## config.mk

```make
export PLATFORM = sky130hd
export DESIGN_NAME = vram_read_arbiter
export DESIGN_NICKNAME = d
export VERILOG_FILES = /design/src/rtl/vram_read_arbiter.sv
export SDC_FILE = /design/constraint.sdc
export NUM_CORES = 1
export LEC_CHECK = 0
export CAP_MARGIN = 20
export CORE_ASPECT_RATIO = 1.5
export CORE_MARGIN = 3
export CORE_UTILIZATION = 25
export DETAILED_ROUTE_END_ITERATION = 6
export PLACE_DENSITY = 0.62
export SLEW_MARGIN = 10
export SYNTH_ARGS = -nofsm -noshare
export SYNTH_HDL_FRONTEND = slang
export SYNTH_SLANG_ARGS = --single-unit
```

## constraint.sdc

```tcl
create_clock -name clk -period 2.02 [get_ports clk]
set_clock_uncertainty 0.05 [all_clocks]
set_input_delay 0.202 -clock clk [delete_from_list [all_inputs] [get_ports clk]]
set_output_delay 0.202 -clock clk [all_outputs]
set_load 0.05 [all_outputs]
```

## src/rtl/vram_read_arbiter.sv

```systemverilog
// vram_read_arbiter: shares the VRAM read port between display fetch (absolute priority) and host reads
module vram_read_arbiter #(
  parameter int ADDR_W       = 13,
  parameter int DATA_W       = 8,
  parameter int STARVE_LIMIT = 64,
  parameter int CNT_W        = 8
) (
  input  logic              clk,
  input  logic              nrst,
  input  logic              dispReq,
  input  logic [ADDR_W-1:0] dispAddr,
  input  logic              dispTag,
  output logic              dispValid,
  output logic [DATA_W-1:0] dispData,
  output logic              dispTagOut,
  input  logic              hostRdReq,
  input  logic [ADDR_W-1:0] hostRdAddr,
  output logic              hostRdBusy,
  output logic              hostRdAck,
  output logic [DATA_W-1:0] hostRdData,
  input  logic              vramWr,
  input  logic [ADDR_W-1:0] vramWrAddr,
  input  logic [DATA_W-1:0] vramWrData,
  output logic              hostStarve,
  input  logic              hostStarveClr,
  output logic [ADDR_W-1:0] readoutAddr,
  input  logic [DATA_W-1:0] readoutData
);
  typedef enum logic [1:0] {IDLE, PEND, DATA} state_t;
  state_t            state, state_nxt;
  logic [ADDR_W-1:0] host_addr;
  logic [CNT_W-1:0]  cnt;
  logic              fwd_hit, disp_valid, disp_tag, issue, stall, accept;
  logic [DATA_W-1:0] fwd_data, held, host_word;
  always_comb begin
    issue       = state == PEND && !dispReq;
    stall       = state == PEND && dispReq;
    accept      = state == IDLE && hostRdReq;
    state_nxt   = accept ? PEND : issue ? DATA : state == DATA ? IDLE : state;
    readoutAddr = (dispReq || state != PEND) ? dispAddr : host_addr;
    host_word   = fwd_hit ? fwd_data : readoutData;
    hostRdAck   = state == DATA;
    hostRdBusy  = state != IDLE;
    hostRdData  = hostRdAck ? host_word : held;
    dispValid   = disp_valid;
    dispData    = disp_valid ? readoutData : '0;
    dispTagOut  = disp_tag;
  end
  // the VRAM is read-first, so a write landing in the issue cycle must be forwarded
  always_ff @(posedge clk) begin
    if (!nrst) begin
      state      <= IDLE;
      host_addr  <= '0;
      cnt        <= '0;
      fwd_hit    <= 1'b0;
      fwd_data   <= '0;
      held       <= '0;
      disp_valid <= 1'b0;
      disp_tag   <= 1'b0;
      hostStarve <= 1'b0;
    end else begin
      state      <= state_nxt;
      disp_valid <= dispReq;
      if (dispReq) disp_tag <= dispTag;
      if (accept) begin
        host_addr <= hostRdAddr;
        cnt       <= '0;
      end else if (stall && cnt != '1) cnt <= cnt + 1'b1;
      if (issue) begin
        fwd_hit  <= vramWr && vramWrAddr == host_addr;
        fwd_data <= vramWrData;
      end
      if (hostRdAck) held <= host_word;
      hostStarve <= (stall && cnt >= CNT_W'(STARVE_LIMIT - 2)) || (hostStarve && !hostStarveClr);
    end
  end
endmodule
```

After elaboration in Yosys (flattened, before gate mapping)
Cells that the tools add are included.
{"block": "word_totals", "ff_bits": 43, "in_bits": 62, "out_inout_bits": 34, "elab_cells": 41}
{"block": "op_classes", "n_addsub": 1, "order_cmp": 1, "eq_ne": 5, "muxes": 7, "bitwise_logic": 1, "reduce_logical": 16}
{"operator": "$mux 8", "count": 3}
{"operator": "$eq 13x13->1", "count": 1}
{"operator": "$mux 13", "count": 1}
{"operator": "$add 8x1->8 const B", "count": 1}
{"operator": "$ge 8x6->1 const B", "count": 1}
{"operator": "$ne 8x8->1 const B", "count": 1}
{"operator": "$logic_and 1x1->1", "count": 7}
{"operator": "$mux 2", "count": 2}
{"operator": "$reduce_bool 2->1", "count": 2}
{"operator": "$reduce_bool 3->1", "count": 1}
{"operator": "$eq 2x1->1 const B", "count": 1}
{"operator": "$eq 2x2->1 const B", "count": 1}
{"operator": "$logic_not 1->1", "count": 2}
{"operator": "$logic_not 2->1", "count": 1}
{"operator": "$logic_or 1x1->1", "count": 2}
{"operator": "$ne 2x1->1 const B", "count": 1}
{"operator": "$reduce_or 2->1", "count": 1}
{"operator": "$mux 1", "count": 1}
{"operator": "$not 1->1", "count": 1}

Depth between registers and ports, before layout
{"block": "logic_depth", "ltp_word": 4, "ltp_mapped": 6, "ltp_nobuf": 6}

Worst setup path before layout
OpenSTA, ideal clock, no wires.
{"block": "synth_path", "path_type": "register to register", "start": "register state[0]", "end": "register held[6]", "setup_ns": 0.065, "arrival_time_ns": 2.109, "required_time_ns": 1.905, "setup_slack_ns": -0.204, "path_stages_with_launch": 5, "n_path_buf": 1, "period_less_slack_ns": 2.224, "cell_sequence": "dfxtp_1 nand2b_1 buf_2 o21ai_0 and2_1"}
{"block": "synth_via", "elab_chain_cells": 2}
{"element": "start: declaration", "line": "30", "text": "state_t state, state_nxt;"}
{"element": "start signal: assignment", "line": "62", "text": "state <= state_nxt;"}
{"element": "$eq 2x2->1", "line": "42", "text": "hostRdAck = state == DATA;"}
{"element": "$mux 8"}
{"element": "net hostRdData[6]", "line": "20", "text": "output logic [DATA_W-1:0] hostRdData,"}
{"element": "end signal: assignment", "line": "73", "text": "if (hostRdAck) held <= host_word;"}
{"element": "end: declaration", "line": "34", "text": "logic [DATA_W-1:0] fwd_data, held, host_word;"}
The timed path passes the listed nets, and every way through them passes these cells.
A chain may end at the register's enable or synchronous reset.

Worst setup path after layout
{"block": "layout_path", "start": "register state[0]", "end": "output port hostRdData[5]"}
{"block": "layout_via", "elab_chain_cells": 2}
{"element": "$eq 2x2->1", "line": "42"}
{"element": "$mux 8"}
{"element": "end: declaration", "line": "20"}
No other way between the ends.

==> results_dict.tcl <==
set metrics [dict create \
    clock_sinks 43 \
    power_frac_seq 0.367 \
    track_usage 0.124 \
    rrSetupSlack_ns 0.35 \
    yosysUniqueCellTypes 38 \
    regToRegStartpoint "state[0]$_SDFFE_PN0P_" \
    root_buffer "clkbuf_16" \
    start_kind "flip-flop" \
    p_sw_frac 0.257 \
    avgSynthCellArea_um2 7.77 \
    synth_top_area_frac 0.398 \
    worstHoldStart "fwd_data[4]$_SDFFE_PN0P_" \
    cts_buffers 5 \
    via_per_inst 4.33 \
    ant_nets 0 \
    grt_antenna_before_repair 0 \
    ys_seq_elements 43 \
    combPwrFrac 0.219 \
    syn_nets 342 \
    clk_path_buf_depth 2 \
    dr.pass1.iters 4 \
    num_vias 2084 \
    ctsHoldBuffers 0 \
    vdd_drop_max_uv 368 \
    hold_path.class "reg2reg" \
    ys_warn_count 0 \
    nets 439 \
    maxSlewHeadroom 0.658 \
    netlist_instances 278 \
    power_density_nw_per_um2 716 \
    rsz0062_at_grt "no" \
    tightest_slew_ns 0.513 \
    setup.worst_path.class "reg2out" \
    hold_depth 2 \
    period_minus_slack_ns 1.88 \
    final-setup-viol-count 0 \
    pin_count 96 \
    portBuffers 95 \
    netlist_area_um2 2160 \
    overflow 0 \
    max-cap-violations 0 \
    cts_tree "done" \
    n_antenna_cell 0 \
    reg2reg_to "cnt[6]$_SDFFE_PP0P_" \
    power.leakage_nw 1.37 \
    grt_pass1_wl_um 9520 \
    grt_pass1_vias 2007 \
    hold_viol 0 \
    start_util 0.263 \
    yosysTopAreaCell "dfxtp_1" \
    hold_ws_ns 0.416 \
    wl_um 6080 \
    layout_common_cells "nand2_1 (95), clkdlybuf4s50_1 (64), dfxtp_1 (43), buf_4 (30), a21boi_0 (21)" \
    p_clk_frac 0.413 \
    max_freq_mhz 531 \
    drc 0 \
    drt_iter0_drc 68 \
    critPathMaxFanout 17 \
    synthTopCellsByArea "dfxtp_1 (40%), nand2_1 (17%), a21boi_0 (7.3%)" \
    wire_per_inst_um 12.6 \
    htreeDepth 2 \
    cts_setup_buffers 0 \
    layout_commonest_cell "nand2_1" \
    fp.dieH_um 120 \
    cp.required_ns 1.77 \
    grt_max_degree 38 \
    p_int_mw 1.85 \
    dieArea_um2 9820 \
    p_sw_uw 639 \
    seq_area_frac_synth 0.398 \
    slew_violations 0 \
    num_rows 40 \
    routabilityCongestion 0.755 \
    fin_crit_sh 0.933 \
    area_growth_pct 60.6 \
    status "finished, final reports clean" \
    layout-drive-gt1-share 0.130 \
    insertion_delay_ns 0.28 \
    die_w_um 81.9 \
    core_area_um2 8210 \
    power_mw 2.49 \
    dpl.hpwl_um 4700 \
    cp.arrival_ns 1.63 \
    r2r_cells 4 \
    worstHoldEndpoint "fwd_data[4]$_SDFFE_PN0P_" \
    clk_pin_slew_ns 0.06 \
    cp-end-kind "output pin" \
]
[metrics by stage]
step	area, µm²	cells	worst slack, ns	util	TNS [ns]
global placement	3280	473	0.205	0.399	0
CTS	3470	481	0.0889	0.423	0
floorplan	2160	278	-0.0539	-	-0.162
detailed placement	3280	473	0.159	0.399	0
finish	3470	481	0.136	0.423	0
global route	3470	481	0.00696	0.423	0
[sequential cells by signal, indices dropped and copies added, names as in the netlist]
register	cells
cnt	8
dispTagOut	1
dispValid	1
fwd_data	8
fwd_hit	1
held	8
hostStarve	1
host_addr	13
state	2
[cell families after synthesis]
| logic type | synth area share |
|---|---|
| mux | 0.0463 |
| xor+xnor | 0.0649 |
| fa+ha+maj | 0.0116 |
| flops | 0.398 |
| simple gates | 0.312 |
| buf+inv | 0.0371 |
| compound gates | 0.130 |
[worst max-delay path: stages, from the launching register on]
cell and delay (ns):
dfxtp_1 0.38, nand2b_2 0.36, o21ai_0 0.42, buf_12 0.19
[worst max path at each step]
stage,start,endpoint,depth (start not counted)
after floorplan,fwd_hit$_SDFFE_PN0P_,held[4]$_SDFF_PN0_,4
after global placement,dispReq,cnt[3]$_SDFFE_PP0P_,5
after detailed placement,dispReq,cnt[3]$_SDFFE_PP0P_,5
after CTS,fwd_hit$_SDFFE_PN0P_,hostRdData[7],3
after global routing,state[0]$_SDFFE_PN0P_,hostRdData[4],3
final,state[0]$_SDFFE_PN0P_,hostRdData[5],3
[synth_stat cells, drive strengths merged]
| master | instances |
|---|---|
| a211oi | 2 |
| a21boi | 21 |
| a21oi | 3 |
| a311oi | 1 |
| a31oi | 3 |
| and2 | 17 |
| and3 | 2 |
| and3b | 1 |
| and4 | 1 |
| buf | 6 |
| clkbuf | 7 |
| dfxtp | 43 |
| ha | 2 |
| inv | 4 |
| mux2i | 10 |
| nand2 | 95 |
| nand2b | 1 |
| nand3 | 3 |
| nand3b | 2 |
| nand4 | 5 |
| nand4b | 1 |
| nor2 | 9 |
| nor2b | 2 |
| nor3 | 2 |
| nor3b | 2 |
| nor4 | 1 |
| o21a | 1 |
| o21ai | 10 |
| o311ai | 1 |
| or2 | 2 |
| or3 | 1 |
| or4 | 1 |
| xnor2 | 11 |
| xor2 | 5 |
[layout make-up]
| class | instances | area (µm²) |
|---|---|---|
| Fill cell | 831 | 4740 |
| Multi-Input combinational cell | 218 | 1230 |
| Clock buffer | 6 | 129 |
| Inverter | 4 | 15.0 |
| Timing Repair Buffer | 103 | 1050 |
| Sequential cell | 43 | 861 |
| Tap cell | 105 | 131 |
| Clock inverter | 2 | 60.1 |
[power by group through the flow]
stage | Clock [mW] | Combinational (mW) | Sequential [mW]
after floorplan | 0 | 0.290 | 0.932
after global placement | 0 | 0.544 | 0.931
after detailed placement | 0 | 0.550 | 0.933
after CTS | 1.06 | 0.552 | 0.913
after global routing | 1.09 | 0.587 | 0.918
final | 1.03 | 0.545 | 0.913
[timing repair]
| action | CTS | global route |
|---|---|---|
| endpoints found under the setup margin | 5 | 1 |
| gates resized for setup | 1 | 1 |
| endpoints found under the hold margin | 0 | 0 |
[per-layer routing]
metal  global-route usage  wire, µm
met1                0.147      2520
met2                0.217      3050
met3               0.0285       436
met4               0.0374        79
met5                    0         0
No activity file was read; power rests on OpenSTA's default activity.
